`src/rtl/overcooked_pkg.sv`:
```
// Shared types and constants for the Overcooked order/points controller.
// Holds the dish encoding, slot/player counts, score ceiling and LFSR helpers.
package overcooked_pkg;

    typedef enum logic [1:0] {
        DISH_SALAD  = 2'd0,
        DISH_SOUP   = 2'd1,
        DISH_BURGER = 2'd2,
        DISH_PASTA  = 2'd3
    } dish_t;

    localparam int NUM_ORDER_SLOTS = 4;
    localparam int NUM_PLAYERS     = 4;
    localparam int SCORE_MAX       = 1023;

    localparam logic [7:0] LFSR_SEED = 8'hA5;

    // Fibonacci LFSR, x^8+x^6+x^5+x^4+1, shifting toward the MSB.
    function automatic logic [7:0] lfsr_advance(input logic [7:0] state);
        return {state[6:0], state[7] ^ state[5] ^ state[4] ^ state[3]};
    endfunction

endpackage

```
`src/rtl/rr_arbiter4.sv`:
```
// Four-way round-robin arbiter: combinational one-hot grant, pointer moves to
// the player after the winner whenever a grant is issued.
module rr_arbiter4
    import overcooked_pkg::*;
(
    input  logic                   clock,
    input  logic                   reset,
    input  logic [NUM_PLAYERS-1:0] req,
    input  logic                   advance,
    output logic [NUM_PLAYERS-1:0] grant
);

    logic [1:0] ptr_reg;
    logic [1:0] ptr_next;
    logic [1:0] idx;

    always_comb begin
        grant    = '0;
        ptr_next = ptr_reg;
        idx      = ptr_reg;
        if (advance) begin
            for (int k = 0; k < NUM_PLAYERS; k++) begin
                idx = ptr_reg + 2'(k);
                if (req[idx] && grant == '0) begin
                    grant[idx] = 1'b1;
                    ptr_next   = idx + 2'd1;
                end
            end
        end
    end

    always_ff @(posedge clock) begin
        if (reset) begin
            ptr_reg <= 2'd0;
        end else begin
            ptr_reg <= ptr_next;
        end
    end

endmodule

```
`src/rtl/order_scheduler.sv`:
```
// Order slots, spawn/aging cadence, delivery matching and team score.
// Optional: define EXPIRE_PENALTY_EN to deduct EXPIRE_PENALTY per expired order.
module order_scheduler
    import overcooked_pkg::*;
#(
    parameter int ORDER_TIME      = 30,
    parameter int SPAWN_INTERVAL  = 10,
    parameter int DELIVERY_POINTS = 20,
    parameter int EXPIRE_PENALTY  = 10
) (
    input  logic                                  clock,
    input  logic                                  reset,
    input  logic                                  running,
    input  logic                                  tick_1hz,
    input  logic [NUM_PLAYERS-1:0]                deliver_req,
    input  logic [NUM_PLAYERS-1:0][1:0]           deliver_dish,
    output logic [NUM_PLAYERS-1:0]                deliver_ack,
    output logic                                  deliver_hit,
    output logic [NUM_ORDER_SLOTS-1:0]            orders,
    output logic [NUM_ORDER_SLOTS-1:0][1:0]       order_types,
    output logic [NUM_ORDER_SLOTS-1:0][4:0]       order_times,
    output logic [9:0]                            point_total
);

`ifdef EXPIRE_PENALTY_EN
    localparam bit PENALTY_ON = 1'b1;
`else
    localparam bit PENALTY_ON = 1'b0;
`endif
    localparam int PENALTY = PENALTY_ON ? EXPIRE_PENALTY : 0;

    localparam logic [7:0]                 SPAWN_WRAP = 8'(SPAWN_INTERVAL - 1);
    localparam logic [4:0]                 TIME_INIT  = 5'(ORDER_TIME);
    localparam logic [NUM_ORDER_SLOTS-1:0] SLOT_ONE   = NUM_ORDER_SLOTS'(1);

    logic [NUM_ORDER_SLOTS-1:0]      valid_reg, valid_next;
    logic [NUM_ORDER_SLOTS-1:0][1:0] type_reg,  type_next;
    logic [NUM_ORDER_SLOTS-1:0][4:0] time_reg,  time_next;
    logic [9:0]                      score_reg, score_next;
    logic [7:0]                      spawn_cnt_reg, spawn_cnt_next;
    logic [7:0]                      lfsr_reg;
    logic [NUM_PLAYERS-1:0]          ack_reg;
    logic                            hit_reg;

    logic                            tick_en;
    logic                            spawn_now;
    logic [NUM_PLAYERS-1:0]          grant;
    logic                            gnt_any;
    logic [1:0]                      gnt_idx;
    dish_t                           gnt_dish;
    logic [NUM_ORDER_SLOTS-1:0]      match;
    logic                            hit;
    logic [NUM_ORDER_SLOTS-1:0]      hit_mask;
    logic [NUM_ORDER_SLOTS-1:0]      free_mask;
    logic [NUM_ORDER_SLOTS-1:0]      spawn_mask;
    logic [NUM_ORDER_SLOTS-1:0]      expire;
    logic [NUM_ORDER_SLOTS-1:0]      clear;
    logic [NUM_ORDER_SLOTS-1:0]      age;
    int                              n_expired;
    int                              score_sum;

    assign tick_en   = tick_1hz && running;
    assign spawn_now = tick_en && (spawn_cnt_reg == SPAWN_WRAP);

    rr_arbiter4 u_arbiter (
        .clock   (clock),
        .reset   (reset),
        .req     (deliver_req),
        .advance (running),
        .grant   (grant)
    );

    assign gnt_any = |grant;

    always_comb begin
        gnt_idx = 2'd0;
        for (int k = 0; k < NUM_PLAYERS; k++) begin
            if (grant[k]) begin
                gnt_idx = 2'(k);
            end
        end
    end

    assign gnt_dish = dish_t'(deliver_dish[gnt_idx]);

    // All matching and slot selection looks at pre-update state, so a slot
    // freed this cycle is never refilled until the next one.
    assign hit        = gnt_any && (|match);
    assign hit_mask   = hit ? (match & (~match + SLOT_ONE)) : '0;
    assign free_mask  = ~valid_reg;
    assign spawn_mask = spawn_now ? (free_mask & (~free_mask + SLOT_ONE)) : '0;

    generate
        for (genvar gi = 0; gi < NUM_ORDER_SLOTS; gi++) begin : g_slot
            assign match[gi]  = valid_reg[gi] && (dish_t'(type_reg[gi]) == gnt_dish);
            assign expire[gi] = tick_en && valid_reg[gi] && (time_reg[gi] == 5'd1);
            assign age[gi]    = tick_en && valid_reg[gi];
            assign clear[gi]  = hit_mask[gi] || expire[gi];

            assign valid_next[gi] = clear[gi]      ? 1'b0 :
                                    spawn_mask[gi] ? 1'b1 : valid_reg[gi];
            assign type_next[gi]  = clear[gi]      ? 2'd0 :
                                    spawn_mask[gi] ? lfsr_reg[1:0] : type_reg[gi];
            assign time_next[gi]  = clear[gi]      ? 5'd0 :
                                    spawn_mask[gi] ? TIME_INIT :
                                    age[gi]        ? time_reg[gi] - 5'd1 : time_reg[gi];
        end
    endgenerate

    // A slot delivered in the same cycle it would expire counts as a hit only.
    always_comb begin
        n_expired = 0;
        for (int k = 0; k < NUM_ORDER_SLOTS; k++) begin
            if (expire[k] && !hit_mask[k]) begin
                n_expired = n_expired + 1;
            end
        end
    end

    // Delivery points saturate first; expiry penalties are applied afterwards.
    always_comb begin
        score_sum = int'(score_reg);
        if (hit) begin
            score_sum = score_sum + DELIVERY_POINTS;
        end
        if (score_sum > SCORE_MAX) begin
            score_sum = SCORE_MAX;
        end
        score_sum = score_sum - n_expired * PENALTY;
        if (score_sum < 0) begin
            score_sum = 0;
        end
        score_next = 10'(score_sum);
    end

    always_comb begin
        spawn_cnt_next = spawn_cnt_reg;
        if (tick_en) begin
            spawn_cnt_next = (spawn_cnt_reg == SPAWN_WRAP) ? 8'd0 : spawn_cnt_reg + 8'd1;
        end
    end

    always_ff @(posedge clock) begin
        if (reset) begin
            valid_reg     <= '0;
            type_reg      <= '0;
            time_reg      <= '0;
            score_reg     <= '0;
            spawn_cnt_reg <= SPAWN_WRAP;
            lfsr_reg      <= LFSR_SEED;
            ack_reg       <= '0;
            hit_reg       <= 1'b0;
        end else begin
            valid_reg     <= valid_next;
            type_reg      <= type_next;
            time_reg      <= time_next;
            score_reg     <= score_next;
            spawn_cnt_reg <= spawn_cnt_next;
            lfsr_reg      <= lfsr_advance(lfsr_reg);
            ack_reg       <= grant;
            hit_reg       <= hit;
        end
    end

    assign deliver_ack = ack_reg;
    assign deliver_hit = hit_reg;
    assign orders      = valid_reg;
    assign order_types = type_reg;
    assign order_times = time_reg;
    assign point_total = score_reg;

endmodule

```
`config.mk`:
```
export PLATFORM = sky130hd
export DESIGN_NAME = order_scheduler
export DESIGN_NICKNAME = d
export VERILOG_FILES = /design/src/rtl/overcooked_pkg.sv /design/src/rtl/rr_arbiter4.sv /design/src/rtl/order_scheduler.sv
export SDC_FILE = /design/constraint.sdc
export NUM_CORES = 1
export LEC_CHECK = 0
export CAP_MARGIN = 20
export CORE_MARGIN = 2
export CORE_UTILIZATION = 35
export CTS_CLUSTER_SIZE = 40
export DETAILED_ROUTE_END_ITERATION = 10
export PLACE_DENSITY = 0.62
export SYNTH_ARGS = -nofsm -noshare
export SYNTH_HDL_FRONTEND = slang
export SYNTH_SLANG_ARGS = --single-unit
```
`constraint.sdc`:
```
create_clock -name clock -period 10.65 [get_ports clock]
set_clock_uncertainty 0.15 [all_clocks]
set_input_delay 3.195 -clock clock [delete_from_list [all_inputs] [get_ports clock]]
set_output_delay 3.195 -clock clock [all_outputs]
set_load 0.03 [all_outputs]
```
==> results of run 1 <==
cells in the mapped netlist (5+ instances only):
cell type / number / share of area [%]
dfxtp_1: 64 / 35
nor2_1: 52 / 5.3
nand2_1: 37 / 3.8
a21oi_1: 34 / 4.6
inv_1: 28 / 2.8
ha_1: 19 / 6.4
nor3_1: 18 / 2.4
xnor2_1: 15 / 3.5
xor2_1: 13 / 3.1
nand3_1: 10 / 1.4
or2_2: 10 / 1.7
o21ai_0: 9 / 1.2
a31oi_1: 7 / 1.2
clkbuf_1: 7 / 0.71
mux2i_1: 7 / 1.9
nor4_1: 7 / 1.2
a311oi_1: 6 / 1.4
and2_1: 5 / 0.84
nor2b_1: 5 / 0.84
layer usage:
| layer | vias to the layer above | wire length, um | global-route usage, % |
|---|---|---|---|
| met3 | 16 | 481 | 3.465 |
| met5 | - | 0 | 0 |
| met4 | 0 | 166 | 5.751 |
| li1 | 1649 | - | - |
| met2 | 95 | 4198 | 26.57 |
| met1 | 1561 | 4047 | 21.12 |
kinds of logic after synthesis:
logic type,after synthesis,share of synthesized area (%)
adders and majority gates,19,6.421
buffers and inverters,40,4.563
and+or+nand+nor,166,22.37
muxes,13,5.137
xor gates and xnor gates,28,6.624
DFF,64,34.61
AOI/OAI and AO/OA,97,20.28
how the worst min path moves through the flow:
stage	start	endpoint	slack, ns
floorplan	lfsr_reg[6]$_SDFF_PP0_	lfsr_reg[7]$_SDFF_PP1_	0.24
global placement	lfsr_reg[6]$_SDFF_PP0_	lfsr_reg[7]$_SDFF_PP1_	0.25
detailed placement	lfsr_reg[6]$_SDFF_PP0_	lfsr_reg[7]$_SDFF_PP1_	0.25
CTS	lfsr_reg[6]$_SDFF_PP0_	lfsr_reg[7]$_SDFF_PP1_	0.26
global route	lfsr_reg[6]$_SDFF_PP0_	lfsr_reg[7]$_SDFF_PP1_	0.27
finish	lfsr_reg[6]$_SDFF_PP0_	lfsr_reg[7]$_SDFF_PP1_	0.25
worst reg2reg max path, cell delays in order, from the launching register on:
cell and delay, ns:
dfxtp_1 0.56, inv_1 0.20, ha_1 0.41, mux4_2 0.41, a21boi_1 0.22, a22o_1 0.26, a211oi_4 0.40, a31oi_2 0.21
a221o_1 0.41, o22ai_1 0.44, nor3_1 0.09, nand4b_1 0.32, a31oi_4 0.50, a21oi_1 0.13, a311oi_1 0.26
per-stage QoR:
step / hold WS [ns] / instance area (um^2) / cells / util [%] / setup slack (ns)
6_report: 0.2472 / 4647 / 631 / 45.22 / 3.138
5_1_grt: 0.2667 / 4647 / 631 / 45.22 / 2.859
4_1_cts: 0.2553 / 4642 / 630 / 45.17 / 3.200
3_5_place_dp: 0.2542 / 4437 / 614 / 43.17 / 2.834
3_3_place_gp: 0.2460 / 4437 / 614 / 43.17 / 2.958
2_1_floorplan: 0.2395 / 3702 / 427 / - / 3.977
layout make-up:
cell class	count	area [um^2]
multi-input combinational	323	2252
tap	136	170.2
clock inverter	6	67.56
clock buffer	10	137.6
inverter	28	105.1
timing repair buffer	64	633.1
sequential	64	1281
fill	1029	5630
power by group through the flow:
stage	Combinational, W	Clock [W]	Sequential [W]
2_1_floorplan	0.000379	0	0.000304
3_3_place_gp	0.000484	0	0.000287
3_5_place_dp	0.000494	0	0.000288
4_1_cts	0.000496	0.000219	0.000282
5_1_grt	0.000545	0.000227	0.000285
6_report	0.000501	0.000213	0.000281
==> out/qor.csv, run 1 <==
metric;value;unit
status;completed;
CP Launch Point;deliver_req[3];
gr usage total;16.23;%
critical path endpoint;point_total[7]$_SDFF_PP0_;
core area;10280;um^2
Design Power;0.0009945;W
initial antenna violation count;0;
Cell variety after synth;69;
Worst-path clk slew;0.08;ns
largest net degree at the start of global routing;27;
clock buffer depth;2;
power share of the sequential group;28.3;%
clock share of power;21.4;%
synthesized area per cell;8.670;um^2
Setup violations, final;0;
async set or reset register ratio after synthesis;0;%
TritonCTS Buffers;9;
Power Density;214.0;nW/um^2
CP Depth;13;
kind of critical path;in -> reg;
H-tree depth;3;
CP peak stage delay;0.63;ns
Detailed Route WL;8.893;mm
Most used DFF post-synth;dfxtp_1;
TritonCTS clock tree;done;
switching power;0.0004214;W
worst skew pair latency;0.35;ns
nets;525;
Post-CTS Resized;0;
Synth Warn #;0;
DR vias;3321;
number of synthesized flops with an enable pin;0;
first-pass GRT wire length;14.79;mm
die area;11420;um^2
sw frac;42.38;%
Max VDD drop;0.07943;mV
Reg2Reg Depth;14;
reg2reg end;point_total[7]$_SDFF_PP0_;
syn nets;462;
reg2reg setup slack;5.58;ns
commonest non-fill, non-tap cells in the layout;dfxtp_1, clkdlybuf4s50_1, nor2_1;
minimum clock period;7.513;ns
FF+latch count, synth;64;
clock sink count;64;
Largest register FFs;20;
GR Overflow Total;0;
max-slew violation count;0;
Hold Fails Final Rpt;0;
Routed wire per std cell;14.09;um
max_cap viols;0;
area grow syn2layout;25.52;%
final RePlAce weighted congestion;0.8397;
Hold Crit Class;reg -> reg;
Die Span X;106.9;um
clock root buffer;clkbuf_8;
Cell Area, Synth;3702;um^2
commonest non-fill, non-tap cell in the layout;dfxtp_1;
Worst Tran Pin Value;0.7723;ns
port bufs;62;
Worst Setup End Kind;register;
WP buf/inv;1;
hold path depth;1;
maximum clock rate;0.1331;GHz
die height;106.9;um
FP Rows;37;
hold buffer count at CTS;0;
Comb pwr share;50.3;%
RSZ-0062 raised after global routing;no;
crit path DAT;7.63;ns
Critical Path RT;10.76;ns
internal power;0.0005730;W
total iterations of the first detailed-routing run;4;
Pleak;1.680;nW
IO Pins;63;
drt initial violations;157;
post-DR vias/cell;5.263;
DP Wirelength;6.682;mm
Critical R2R Launch;u_arbiter.ptr_reg[0]$_SDFFE_PP0P_;
DRC viols;0;
total setup buffers inserted after CTS;0;
post-synthesis sequential area ratio;34.61;%
crit-path max FO;18;
family with the most delay on the worst path;compound AO/OA/AOI/OAI gates;
Worst slew margin;48.49;%
Antenna Violating Nets Remaining;0;
period utilisation layout;70.54;%
share of layout cells above drive strength 1;9.697;%
CP Launch Type;input pin;
crit-path cells;clkdlybuf4s50_1 > mux4_2 > and2_1 > o211a_1 > a211oi_4 > a31oi_2 > a221o_1 > o22ai_1 > nor3_1 > nand4b_1 > a31oi_4 > a21oi_1 > a311oi_1;
vias in the first global route;3089;
post-synthesis cell count;427;
Setup TNS;0;ns
Antenna diodes;0;
Initial Util;36.02;%
Worst path slowest cell;mux4_2;
No activity file was read; power rests on OpenSTA's default activity.
==> run 2, diff against run 1 <==
--- a/config.mk
+++ b/config.mk
@@ -10,7 +10,7 @@
 export CORE_UTILIZATION = 35
 export CTS_CLUSTER_SIZE = 40
 export DETAILED_ROUTE_END_ITERATION = 10
-export PLACE_DENSITY = 0.62
+export PLACE_DENSITY = 0.64
 export SYNTH_ARGS = -nofsm -noshare
 export SYNTH_HDL_FRONTEND = slang
 export SYNTH_SLANG_ARGS = --single-unit
==> constraint.sdc (replaced) <==
create_clock -name clock -period 6.45 [get_ports clock]
set_clock_uncertainty 0.15 [all_clocks]
set_input_delay 1.935 -clock clock [delete_from_list [all_inputs] [get_ports clock]]
set_output_delay 1.935 -clock clock [all_outputs]
set_load 0.03 [all_outputs]
==> run 2 against run 1 <==
- sequential share of layout area decreased by 0.22 points
- register-to-register slack worse by 4.0 ns
- critical path depth is 1 higher
- cell count is 0.48% higher
- utilization grew 0.37 points
- combinational power up 67%
- first-iteration DRC count grew 28%
==> out/qor.csv, run 2 (synthesized netlist as in run 1, its figures left out) <==
metric;value;unit
GR Overflow Total;0;
IO Pins;63;
Hold Crit Start;lfsr_reg[6]$_SDFF_PP0_;
hold path depth;1;
Die Span X;106.9;um
core area;10280;um^2
Routed wire per std cell;13.96;um
die height;106.9;um
Hold Crit Class;reg -> reg;
Detailed Route WL;8.851;mm
area grow syn2layout;26.53;%
Reg area;1281;um^2
reg2reg setup slack;1.55;ns
clock buffer depth;2;
worst hold slack;0.2575;ns
Hold Path End;lfsr_reg[7]$_SDFF_PP1_;
post-DR vias/cell;5.219;
Final Non-Filler Cells;634;
nets;528;
status;completed;
commonest non-fill, non-tap cell in the layout;dfxtp_1;
Reg2Reg Depth;15;
max-slew violation count;0;
hold buffer count at CTS;0;
share of layout cells above drive strength 1;10.04;%
gr usage total;16.32;%
Largest register FFs;20;
DR vias;3309;
TritonCTS clock tree;done;
total iterations of the first detailed-routing run;4;
Setup violations, final;0;
total setup buffers inserted after CTS;0;
CP Launch Type;input pin;
kind of critical path;in -> reg;
port bufs;62;
Power Density;359.6;nW/um^2
Antenna diodes;0;
period utilisation layout;94.76;%
RSZ-0062 raised after global routing;no;
die area;11420;um^2
Initial Util;36.02;%
worst skew pair latency;0.34;ns
DRC viols;0;
area occupied by multi-input gates;2252;um^2
minimum clock period;6.112;ns
Worst Tran Pin Value;0.5403;ns
Worst Setup End Kind;register;
vias in the first global route;3270;
largest net degree at the start of global routing;27;
clock root buffer;clkbuf_8;
Antenna Violating Nets Remaining;0;
final RePlAce weighted congestion;0.8199;
crit path DAT;6.23;ns
first-pass GRT wire length;15.06;mm
Post-CTS Resized;0;
H-tree depth;3;
initial antenna violation count;0;
Hold Fails Final Rpt;0;
Filler cells;1032;
maximum clock rate;0.1636;GHz
Critical R2R Launch;u_arbiter.ptr_reg[0]$_SDFFE_PP0P_;
Worst slew margin;63.05;%
DP Wirelength;6.712;mm
crit-path max FO;16;
Max VDD drop;0.1175;mV
Design Power;0.001684;W
FP Rows;37;
TritonCTS Buffers;9;
Setup TNS;0;ns
drt initial violations;201;
Worst-path clk slew;0.07;ns
reg2reg end;point_total[8]$_SDFF_PP0_;
clock sink count;64;
# placed instances;617;
commonest non-fill, non-tap cells in the layout;dfxtp_1, clkdlybuf4s50_1, nor2_1;
Critical Path RT;6.57;ns
max_cap viols;0;
Pleak;1.712;nW
==> run 2: cell count changes in the layout (fill, tap and decap cells not counted) <==
| cell | previous run | this run |
|---|---|---|
| clkinv_2 | 1 | 2 |
| clkbuf_2 | 1 | 0 |
| buf_2 | 0 | 1 |
| buf_4 | 1 | 4 |
| clkbuf_1 | 0 | 1 |
| clkinvlp_4 | 2 | 0 |
| bufinv_16 | 1 | 2 |
| clkinv_4 | 1 | 0 |
==> run 2: cell type report <==
| class | count | share of cell area [%] |
|---|---|---|
| inverters | 28 | 2.244 |
| repair buffers | 67 | 14.00 |
| flip-flops and latches | 64 | 27.35 |
| clock buffers | 11 | 3.018 |
| multi-input cells | 323 | 48.08 |
| well taps | 136 | 3.632 |
| clock inverters | 5 | 1.683 |
==> run 2: power breakdown <==
part | leakage, nW | internal [W] | switching [W]
Clock | 0.114 | 0.000228 | 0.000153
Combinational | 1.08 | 0.000341 | 0.000498
Sequential | 0.521 | 0.000427 | 0.0000377
Total | 1.71 | 0.000996 | 0.000688
==> run 2: metal layers <==
metal,vias up,part of all wire (%),track usage [%]
met3,15,4.6,3.587
li1,1655,-,-
met4,0,1.9,7.143
met1,1558,46,20.52
met2,81,48,26.84
met5,-,0,0
==> run 2: critical path: stages <==
cell             delay, ns
clkdlybuf4s50_1       0.45
mux4_2                0.63
and2_1                0.24
o211a_1               0.27
a211oi_4              0.45
o2bb2ai_4             0.21
mux2i_1               0.29
a311oi_1              0.18
o32ai_1               0.53
o32ai_4               0.18
a31oi_4               0.46
buf_4                 0.21
a21oi_2               0.05
nor3_2                0.13
==> run 2: per-stage QoR <==
stage               util [%]  area, um^2  setup WS (ns)
floorplan                  -        3702          1.037
global placement       43.39        4459         0.1805
detailed placement     43.39        4459        0.06520
CTS                    45.53        4679         0.4153
global route           45.58        4684        0.04027
finish                 45.58        4684         0.3383
==> run 2: worst max-delay path by stage <==
stage | start | endpoint | slack [ns]
final | deliver_req[3] | point_total[8]$_SDFF_PP0_ | 0.34
after global routing | deliver_req[3] | point_total[3]$_SDFF_PP0_ | 0.04
after CTS | deliver_req[3] | point_total[8]$_SDFF_PP0_ | 0.42
after detailed placement | deliver_req[3] | point_total[8]$_SDFF_PP0_ | 0.07
after global placement | deliver_req[3] | point_total[8]$_SDFF_PP0_ | 0.18
after floorplan | deliver_req[3] | order_times[15]$_SDFFE_PP0P_ | 1.04
==> run 3, diff against run 2 <==
--- a/config.mk
+++ b/config.mk
@@ -14,3 +14,4 @@
 export SYNTH_ARGS = -nofsm -noshare
 export SYNTH_HDL_FRONTEND = slang
 export SYNTH_SLANG_ARGS = --single-unit
+export TNS_END_PERCENT = 5
==> results of run 3 <==
No change in the layout: final DEF, timing and power equal those of run 2.
